<file path="src/rtl/uart_axi_bridge_if.sv">
// ---------------------------------------------------------------------------
// axi4 : AXI4 bus bundle used by the UART-to-AXI bridge.
//
// Parameter
//   idlen : width of the AXI ID fields (aw_id, b_id, ar_id, r_id).
//
// Channels (all signals plain logic, single-beat 32-bit data path)
//   AW : aw_valid, aw_ready, aw_addr[31:0], aw_id, aw_len[7:0],
//        aw_size[2:0], aw_burst[1:0]
//   W  : w_valid, w_ready, w_data[31:0], w_strb[3:0], w_last
//   B  : b_valid, b_ready, b_id, b_resp[1:0]
//   AR : ar_valid, ar_ready, ar_addr[31:0], ar_id, ar_len[7:0],
//        ar_size[2:0], ar_burst[1:0]
//   R  : r_valid, r_ready, r_id, r_data[31:0], r_resp[1:0], r_last
//
// Modports
//   master : initiator view (drives request channels, B/R ready)
//   slave  : target view (drives ready of request channels, B/R responses)
// ---------------------------------------------------------------------------
interface axi4 #(
    parameter int idlen = 4
);
    logic             aw_valid;
    logic             aw_ready;
    logic [31:0]      aw_addr;
    logic [idlen-1:0] aw_id;
    logic [7:0]       aw_len;
    logic [2:0]       aw_size;
    logic [1:0]       aw_burst;

    logic             w_valid;
    logic             w_ready;
    logic [31:0]      w_data;
    logic [3:0]       w_strb;
    logic             w_last;

    logic             b_valid;
    logic             b_ready;
    logic [idlen-1:0] b_id;
    logic [1:0]       b_resp;

    logic             ar_valid;
    logic             ar_ready;
    logic [31:0]      ar_addr;
    logic [idlen-1:0] ar_id;
    logic [7:0]       ar_len;
    logic [2:0]       ar_size;
    logic [1:0]       ar_burst;

    logic             r_valid;
    logic             r_ready;
    logic [idlen-1:0] r_id;
    logic [31:0]      r_data;
    logic [1:0]       r_resp;
    logic             r_last;

    modport master (
        output aw_valid, aw_addr, aw_id, aw_len, aw_size, aw_burst,
        input  aw_ready,
        output w_valid, w_data, w_strb, w_last,
        input  w_ready,
        input  b_valid, b_id, b_resp,
        output b_ready,
        output ar_valid, ar_addr, ar_id, ar_len, ar_size, ar_burst,
        input  ar_ready,
        input  r_valid, r_id, r_data, r_resp, r_last,
        output r_ready
    );

    modport slave (
        input  aw_valid, aw_addr, aw_id, aw_len, aw_size, aw_burst,
        output aw_ready,
        input  w_valid, w_data, w_strb, w_last,
        output w_ready,
        output b_valid, b_id, b_resp,
        input  b_ready,
        input  ar_valid, ar_addr, ar_id, ar_len, ar_size, ar_burst,
        output ar_ready,
        output r_valid, r_id, r_data, r_resp, r_last,
        input  r_ready
    );
endinterface

</file>
<file path="src/rtl/uart_axi_bridge.sv">
// ---------------------------------------------------------------------------
// uart_axi_bridge : turns byte commands from a UART receiver into single-beat
// 32-bit AXI4 transactions and returns a status/data reply to the UART
// transmitter.
//
// Command format (bytes, MSB first):
//   write : 'W' A3 A2 A1 A0 D3 D2 D1 D0   -> reply: {6'b0, bresp}
//   read  : 'R' A3 A2 A1 A0               -> reply: {6'b0, rresp} D3 D2 D1 D0
//
// Ports
//   clk      : clock
//   rst_n    : asynchronous active-low reset
//   bus      : AXI4 initiator (axi4.master), AxID driven from parameter ID
//   rx_data  : received byte, valid when rx_valid (no backpressure)
//   rx_valid : one-cycle strobe per received byte
//   tx_data  : reply byte, stable while tx_valid && !tx_ready
//   tx_valid : reply byte valid
//   tx_ready : transmitter accepts the byte
//   busy     : high whenever a command is in progress (state != OPC)
//   rx_drop  : registered one-cycle pulse for every discarded rx byte
// ---------------------------------------------------------------------------
module uart_axi_bridge #(
    parameter int unsigned ID = 0
) (
    input  logic       clk,
    input  logic       rst_n,
    axi4.master        bus,
    input  logic [7:0] rx_data,
    input  logic       rx_valid,
    output logic [7:0] tx_data,
    output logic       tx_valid,
    input  logic       tx_ready,
    output logic       busy,
    output logic       rx_drop
);

    localparam logic [7:0]  OPC_WRITE = 8'h57;
    localparam logic [7:0]  OPC_READ  = 8'h52;
    localparam logic [31:0] ID_VEC    = ID;

    typedef enum logic [2:0] {
        S_OPC, S_ADDR, S_WDATA, S_AXI_W, S_AXI_B, S_AXI_AR, S_AXI_R, S_RSP
    } state_t;

    state_t      state_q,    state_d;
    logic        is_wr_q,    is_wr_d;
    logic [1:0]  cnt_q,      cnt_d;
    logic [31:0] addr_q,     addr_d;
    logic [31:0] wdata_q,    wdata_d;
    logic [31:0] rdata_q,    rdata_d;
    logic [1:0]  status_q,   status_d;
    logic        aw_pend_q,  aw_pend_d;
    logic        w_pend_q,   w_pend_d;
    logic        tx_valid_q, tx_valid_d;
    logic [2:0]  tx_idx_q,   tx_idx_d;
    logic        rx_drop_q,  rx_drop_d;

    logic [2:0]  tx_last;

    // Index of the final reply byte: status only for writes, status + 4 data
    // bytes for reads.
    assign tx_last = is_wr_q ? 3'd0 : 3'd4;

    always_ff @(posedge clk or negedge rst_n) begin
        if (!rst_n) begin
            state_q    <= S_OPC;
            is_wr_q    <= 1'b0;
            cnt_q      <= 2'd0;
            addr_q     <= 32'd0;
            wdata_q    <= 32'd0;
            rdata_q    <= 32'd0;
            status_q   <= 2'd0;
            aw_pend_q  <= 1'b0;
            w_pend_q   <= 1'b0;
            tx_valid_q <= 1'b0;
            tx_idx_q   <= 3'd0;
            rx_drop_q  <= 1'b0;
        end else begin
            state_q    <= state_d;
            is_wr_q    <= is_wr_d;
            cnt_q      <= cnt_d;
            addr_q     <= addr_d;
            wdata_q    <= wdata_d;
            rdata_q    <= rdata_d;
            status_q   <= status_d;
            aw_pend_q  <= aw_pend_d;
            w_pend_q   <= w_pend_d;
            tx_valid_q <= tx_valid_d;
            tx_idx_q   <= tx_idx_d;
            rx_drop_q  <= rx_drop_d;
        end
    end

    always_comb begin
        state_d    = state_q;
        is_wr_d    = is_wr_q;
        cnt_d      = cnt_q;
        addr_d     = addr_q;
        wdata_d    = wdata_q;
        rdata_d    = rdata_q;
        status_d   = status_q;
        aw_pend_d  = aw_pend_q;
        w_pend_d   = w_pend_q;
        tx_valid_d = tx_valid_q;
        tx_idx_d   = tx_idx_q;
        rx_drop_d  = 1'b0;

        case (state_q)
            S_OPC: begin
                if (rx_valid) begin
                    if (rx_data == OPC_WRITE || rx_data == OPC_READ) begin
                        is_wr_d = (rx_data == OPC_WRITE);
                        cnt_d   = 2'd0;
                        state_d = S_ADDR;
                    end else begin
                        rx_drop_d = 1'b1;
                    end
                end
            end
            S_ADDR: begin
                if (rx_valid) begin
                    addr_d = {addr_q[23:0], rx_data};
                    cnt_d  = cnt_q + 2'd1;   // wraps back to 0 after byte 4
                    if (cnt_q == 2'd3) begin
                        state_d = is_wr_q ? S_WDATA : S_AXI_AR;
                    end
                end
            end
            S_WDATA: begin
                if (rx_valid) begin
                    wdata_d = {wdata_q[23:0], rx_data};
                    cnt_d   = cnt_q + 2'd1;
                    if (cnt_q == 2'd3) begin
                        state_d   = S_AXI_W;
                        aw_pend_d = 1'b1;
                        w_pend_d  = 1'b1;
                    end
                end
            end
            S_AXI_W: begin
                rx_drop_d = rx_valid;
                // AW and W complete independently; leave once both are done.
                if (aw_pend_q && bus.aw_ready) aw_pend_d = 1'b0;
                if (w_pend_q && bus.w_ready)   w_pend_d  = 1'b0;
                if (!aw_pend_d && !w_pend_d)   state_d   = S_AXI_B;
            end
            S_AXI_B: begin
                rx_drop_d = rx_valid;
                if (bus.b_valid) begin
                    status_d   = bus.b_resp;
                    tx_valid_d = 1'b0;
                    tx_idx_d   = 3'd0;
                    state_d    = S_RSP;
                end
            end
            S_AXI_AR: begin
                rx_drop_d = rx_valid;
                if (bus.ar_ready) state_d = S_AXI_R;
            end
            S_AXI_R: begin
                rx_drop_d = rx_valid;
                if (bus.r_valid) begin
                    rdata_d    = bus.r_data;
                    status_d   = bus.r_resp;
                    tx_valid_d = 1'b0;
                    tx_idx_d   = 3'd0;
                    state_d    = S_RSP;
                end
            end
            S_RSP: begin
                rx_drop_d = rx_valid;
                // First RSP cycle only raises tx_valid; afterwards each
                // accepted byte advances to the next one.
                if (!tx_valid_q) begin
                    tx_valid_d = 1'b1;
                end else if (tx_ready) begin
                    if (tx_idx_q == tx_last) begin
                        tx_valid_d = 1'b0;
                        state_d    = S_OPC;
                    end else begin
                        tx_idx_d = tx_idx_q + 3'd1;
                    end
                end
            end
            default: state_d = S_OPC;
        endcase
    end

    always_comb begin
        tx_data = {6'b0, status_q};
        case (tx_idx_q)
            3'd1:    tx_data = rdata_q[31:24];
            3'd2:    tx_data = rdata_q[23:16];
            3'd3:    tx_data = rdata_q[15:8];
            3'd4:    tx_data = rdata_q[7:0];
            default: tx_data = {6'b0, status_q};
        endcase
    end

    assign tx_valid = tx_valid_q;
    assign busy     = (state_q != S_OPC);
    assign rx_drop  = rx_drop_q;

    // Write channel
    assign bus.aw_valid = aw_pend_q && (state_q == S_AXI_W);
    assign bus.aw_addr  = addr_q;
    assign bus.aw_id    = ID_VEC[$bits(bus.aw_id)-1:0];
    assign bus.aw_len   = 8'd0;
    assign bus.aw_size  = 3'b010;
    assign bus.aw_burst = 2'b01;
    assign bus.w_valid  = w_pend_q && (state_q == S_AXI_W);
    assign bus.w_data   = wdata_q;
    assign bus.w_strb   = 4'hF;
    assign bus.w_last   = 1'b1;
    assign bus.b_ready  = (state_q == S_AXI_B);

    // Read channel
    assign bus.ar_valid = (state_q == S_AXI_AR);
    assign bus.ar_addr  = addr_q;
    assign bus.ar_id    = ID_VEC[$bits(bus.ar_id)-1:0];
    assign bus.ar_len   = 8'd0;
    assign bus.ar_size  = 3'b010;
    assign bus.ar_burst = 2'b01;
    assign bus.r_ready  = (state_q == S_AXI_R);

    // Response IDs and r_last carry no information for single outstanding
    // single-beat transfers.
    logic unused_resp_bits;
    assign unused_resp_bits = ^{bus.b_id, bus.r_id, bus.r_last};

endmodule

</file>
<file path="src/flat_wrapper.sv">
// flat-port wrapper written by rule: the top's interface ports become plain ports
module uart_axi_bridge_flat 
#(
    parameter int unsigned ID = 0
)
  (clk, rst_n, rx_data, rx_valid, tx_data, tx_valid, tx_ready, busy, rx_drop, bus_aw_valid, bus_aw_addr, bus_aw_id, bus_aw_len, bus_aw_size, bus_aw_burst, bus_aw_ready, bus_w_valid, bus_w_data, bus_w_strb, bus_w_last, bus_w_ready, bus_b_valid, bus_b_id, bus_b_resp, bus_b_ready, bus_ar_valid, bus_ar_addr, bus_ar_id, bus_ar_len, bus_ar_size, bus_ar_burst, bus_ar_ready, bus_r_valid, bus_r_id, bus_r_data, bus_r_resp, bus_r_last, bus_r_ready);
  axi4 #(.idlen(4)) bus_i ();
  input  logic clk;
  input  logic rst_n;
  input  logic [7:0] rx_data;
  input  logic rx_valid;
  output logic [7:0] tx_data;
  output logic tx_valid;
  input  logic tx_ready;
  output logic busy;
  output logic rx_drop;
  output wire logic [$bits(bus_i.aw_valid)-1:0] bus_aw_valid;
  output wire logic [$bits(bus_i.aw_addr)-1:0] bus_aw_addr;
  output wire logic [$bits(bus_i.aw_id)-1:0] bus_aw_id;
  output wire logic [$bits(bus_i.aw_len)-1:0] bus_aw_len;
  output wire logic [$bits(bus_i.aw_size)-1:0] bus_aw_size;
  output wire logic [$bits(bus_i.aw_burst)-1:0] bus_aw_burst;
  input wire logic [$bits(bus_i.aw_ready)-1:0] bus_aw_ready;
  output wire logic [$bits(bus_i.w_valid)-1:0] bus_w_valid;
  output wire logic [$bits(bus_i.w_data)-1:0] bus_w_data;
  output wire logic [$bits(bus_i.w_strb)-1:0] bus_w_strb;
  output wire logic [$bits(bus_i.w_last)-1:0] bus_w_last;
  input wire logic [$bits(bus_i.w_ready)-1:0] bus_w_ready;
  input wire logic [$bits(bus_i.b_valid)-1:0] bus_b_valid;
  input wire logic [$bits(bus_i.b_id)-1:0] bus_b_id;
  input wire logic [$bits(bus_i.b_resp)-1:0] bus_b_resp;
  output wire logic [$bits(bus_i.b_ready)-1:0] bus_b_ready;
  output wire logic [$bits(bus_i.ar_valid)-1:0] bus_ar_valid;
  output wire logic [$bits(bus_i.ar_addr)-1:0] bus_ar_addr;
  output wire logic [$bits(bus_i.ar_id)-1:0] bus_ar_id;
  output wire logic [$bits(bus_i.ar_len)-1:0] bus_ar_len;
  output wire logic [$bits(bus_i.ar_size)-1:0] bus_ar_size;
  output wire logic [$bits(bus_i.ar_burst)-1:0] bus_ar_burst;
  input wire logic [$bits(bus_i.ar_ready)-1:0] bus_ar_ready;
  input wire logic [$bits(bus_i.r_valid)-1:0] bus_r_valid;
  input wire logic [$bits(bus_i.r_id)-1:0] bus_r_id;
  input wire logic [$bits(bus_i.r_data)-1:0] bus_r_data;
  input wire logic [$bits(bus_i.r_resp)-1:0] bus_r_resp;
  input wire logic [$bits(bus_i.r_last)-1:0] bus_r_last;
  output wire logic [$bits(bus_i.r_ready)-1:0] bus_r_ready;
  assign bus_aw_valid = bus_i.aw_valid;
  assign bus_aw_addr = bus_i.aw_addr;
  assign bus_aw_id = bus_i.aw_id;
  assign bus_aw_len = bus_i.aw_len;
  assign bus_aw_size = bus_i.aw_size;
  assign bus_aw_burst = bus_i.aw_burst;
  assign bus_i.aw_ready = bus_aw_ready;
  assign bus_w_valid = bus_i.w_valid;
  assign bus_w_data = bus_i.w_data;
  assign bus_w_strb = bus_i.w_strb;
  assign bus_w_last = bus_i.w_last;
  assign bus_i.w_ready = bus_w_ready;
  assign bus_i.b_valid = bus_b_valid;
  assign bus_i.b_id = bus_b_id;
  assign bus_i.b_resp = bus_b_resp;
  assign bus_b_ready = bus_i.b_ready;
  assign bus_ar_valid = bus_i.ar_valid;
  assign bus_ar_addr = bus_i.ar_addr;
  assign bus_ar_id = bus_i.ar_id;
  assign bus_ar_len = bus_i.ar_len;
  assign bus_ar_size = bus_i.ar_size;
  assign bus_ar_burst = bus_i.ar_burst;
  assign bus_i.ar_ready = bus_ar_ready;
  assign bus_i.r_valid = bus_r_valid;
  assign bus_i.r_id = bus_r_id;
  assign bus_i.r_data = bus_r_data;
  assign bus_i.r_resp = bus_r_resp;
  assign bus_i.r_last = bus_r_last;
  assign bus_r_ready = bus_i.r_ready;
  uart_axi_bridge #(.ID(ID)) u_core (.clk(clk), .rst_n(rst_n), .bus(bus_i), .rx_data(rx_data), .rx_valid(rx_valid), .tx_data(tx_data), .tx_valid(tx_valid), .tx_ready(tx_ready), .busy(busy), .rx_drop(rx_drop));
endmodule
</file>
<file path="config.mk">
export PLATFORM = sky130hd
export DESIGN_NAME = uart_axi_bridge_flat
export DESIGN_NICKNAME = d
export VERILOG_FILES = /design/src/rtl/uart_axi_bridge_if.sv /design/src/rtl/uart_axi_bridge.sv /design/src/flat_wrapper.sv
export SDC_FILE = /design/constraint.sdc
export NUM_CORES = 1
export LEC_CHECK = 0
export CAP_MARGIN = 10
export CORE_MARGIN = 2
export CORE_UTILIZATION = 35
export DETAILED_ROUTE_END_ITERATION = 16
export PLACE_DENSITY = 0.66
export SLEW_MARGIN = 20
export SYNTH_ARGS = -nofsm -noshare
export SYNTH_HDL_FRONTEND = slang
export SYNTH_SLANG_ARGS = --single-unit
</file>
<file path="constraint.sdc">
create_clock -name clk -period 2.4 [get_ports clk]
set_clock_uncertainty 0.2 [all_clocks]
set_input_delay 0.48 -clock clk [delete_from_list [all_inputs] [get_ports clk]]
set_output_delay 0.48 -clock clk [all_outputs]
set_load 0.005 [all_outputs]
</file>
==> metrics <==
outcome finished, violations left; failing checks setup timing; synthesized netlist cell count 421; Clock Tree Root clkbuf_16; Net Sw Power 2210 uW; sw frac 0.310; cell taking the most area after synthesis dfrtp_1; clock network fraction of total power 0.216; R2R depth 5; Startpoint Class register; worst vdd ir between 0.5 and 0.6 mV; Initial Util 0.353; TritonCTS clock tree built; CTS Sinks 111; Core Region 15700 sq um; Final nets 653; top-count cell post-synth dfrtp_1; number of flops mapped to enable cells by yosys 0; met2 global-route usage 0.258; total track usage 0.148; Diodes inserted 0; post-synth cell types 59; GR Overflow Total 0; Clock Path Buffers 2; DR WL/cell between 15 and 20 microns; Die W between 100 and 150 microns; cell internal pwr approximately 4900 uW; crit share post-route 1.12; PnR worst setup slack -284 ps; Final Cell Area 7690 sq um; initial antenna violation count 0; WS Path Type register to output pin; top post-synthesis cells by count dfrtp_1, buf_4, mux2_2; filler cell count in the final layout 1386; asr flop ratio synth 1.00; Non-Filler Instances around 810; crit-path max FO 5; Placer Congestion 0.776; pin count of the biggest net entering global routing 55; CTS Buf Count 9; site row count 46; critical path arrival 2000 ps; DRC viols 0; top_reg_cell synth dfrtp_1; Required @ worst endpoint 1720 ps; Post-Syn Area 5550 sq um; Final ANT Viol Nets 0; Initial DRT Pass Iterations 4; fin util 0.489; Synth Register Bits between 100 and 150; Crit. End Element output pin; met1 usage 0.185; Avg Vias per Cell 4.57; total of max-cap violations 0; Clk pin slew, worst setup/hold paths 70 ps; hpwl dp 9430 microns; die area 16900 sq um; Fmax achieved 373 MHz; vias in the first global route between 3000 and 4000; hold depth 1; first-pass GRT wire length 19500 microns; RSZ-0062 raised after global routing true; drt total wl 12500 microns; Final Hold Fails 0; worst hold slack roughly 290 ps; Initial DRC Count 124; die height 130 microns; Area Growth Syn to Fin 38.5%; Worst-Skew Late Latency 340 ps; IO Pins 213; Leak between 0.003 and 0.004 uW; Setup Viol. Count Final 8; synth warn 0; combinational share of power 0.393; met3 GRT Util 0.0336; # placed instances 782; GR peak layer met2; Placement Cell Area 7220 sq um; Final min period 2680 ps; Max Slew Vio Count 0; top cells by area, synth dfrtp_1, mux2_2, buf_4, mux2_4, buf_6; power density cells 926 nW/um^2; mean post-synth cell area around 13 sq um; total number of vias 3680; hold crit path type register to register; # port buffers 164; H-tree levels 3; share of cells above drive strength 1 0.324; sequential power share 0.391; post-synthesis sequential area ratio 0.500; Synth top area share 0.500
-- cells in the final DEF (no fill, tap or decap), drive strengths merged, types with 2 or more instances in the layout --
cell and instances:
clkdlybuf4s50 155, a21oi 9, nor2 19, clkbuf 10, buf 49, inv 7, o21ai 4, nand2 14
dfrtp 111, nor3 6, nand3 4, a221oi 2, clkinv 4, a21o 2, and3 3, ha 6
nor2b 3, mux2i 3, a222oi 6, a22o 6, a31oi 2, mux2 100, conb 39, a22oi 2
-- registers in the layout (all words and copies together), names as in the netlist --
signal and cells:
u_core.bus.w_data 32, u_core.is_wr_q 1, u_core.aw_pend_q 1, u_core.w_pend_q 1, u_core.cnt_q 2, u_core.tx_idx_q 3, u_core.rx_drop 1, u_core.status_q 2
u_core.bus.ar_addr 32, u_core.state_q 3, u_core.rdata_q 32, u_core.tx_valid 1
-- through the flow --
step / worst slack [ps] / TNS, ps / total power, uW
6_report: -284 / -2160 / 7120
5_1_grt: -347 / -2700 / 7560
4_1_cts: -260 / -1920 / 7060
3_5_place_dp: -321 / -2970 / 5380
3_3_place_gp: -313 / -2730 / 5300
2_1_floorplan: 139 / 0 / 4250
-- routing by layer --
| layer | routed length [microns] | up-vias |
|---|---|---|
| li1 | - | 1702 |
| met1 | 5330 | 1794 |
| met2 | 6250 | 174 |
| met3 | 809 | 10 |
| met4 | 127 | 0 |
| met5 | 0 | - |
-- worst paths after layout --
path / slack [ps] / startpoint / end
setup / recovery: -280 / u_core.tx_idx_q[1] / tx_data[3]
hold / removal: 290 / u_core.cnt_q[0] / u_core.cnt_q[0]
setup reg to reg: 410 / u_core.state_q[1] / u_core.tx_idx_q[0]
hold reg to reg: 290 / u_core.cnt_q[0] / u_core.cnt_q[0]
max in group asynchronous: 1100 / rst_n / u_core.tx_idx_q[0]
min in group asynchronous: 330 / rst_n / u_core.bus.w_data[27]
-- area by class of cell --
cell class              instances  area, sq um  share of cell area
flip-flops and latches        111         2780               0.362
multi-input cells             251         2280               0.297
repair buffers                205         2010               0.261
well taps                     216          270              0.0351
clock buffers                  10          229              0.0298
clock inverters                 6         80.1              0.0104
inverters                       7         36.3             0.00472
-- power by group through the flow --
stage	registers, uW	clock network (uW)	logic (uW)
6_report	2780	1540	2800
4_1_cts	2760	1590	2710
5_1_grt	2850	1670	3040
2_1_floorplan	2640	0	1610
3_5_place_dp	2790	0	2600
3_3_place_gp	2750	0	2550
-- timing repair --
item,in CTS,in global routing
hold endpoints to repair,8,0
hold buffers,1,0
pin swaps,11,4
buffers inserted,4,3
setup endpoints to repair,14,12
resized for setup,60,11
gates cloned,0,0
-- critical path, stage by stage (launching register included) --
cell	delay (ps)
dfrtp_2	450
buf_6	130
ha_4	150
or3_4	340
a21oi_4	170
buf_6	140
buf_6	100
nor2_1	40
buf_2	130
-- cell families after synthesis --
group                    Yosys count  synth area share
flip-flops                       111             0.500
AO/OA/AOI/OAI                     45            0.0633
buffers and inverters             96             0.130
XOR/XNOR                           2           0.00316
AND/OR/NAND/NOR                   56            0.0597
adder cells (fa/ha/maj)            6            0.0135
other                              2           0.00135
multiplexers                     103             0.229
No activity file was read; power rests on OpenSTA's default activity.
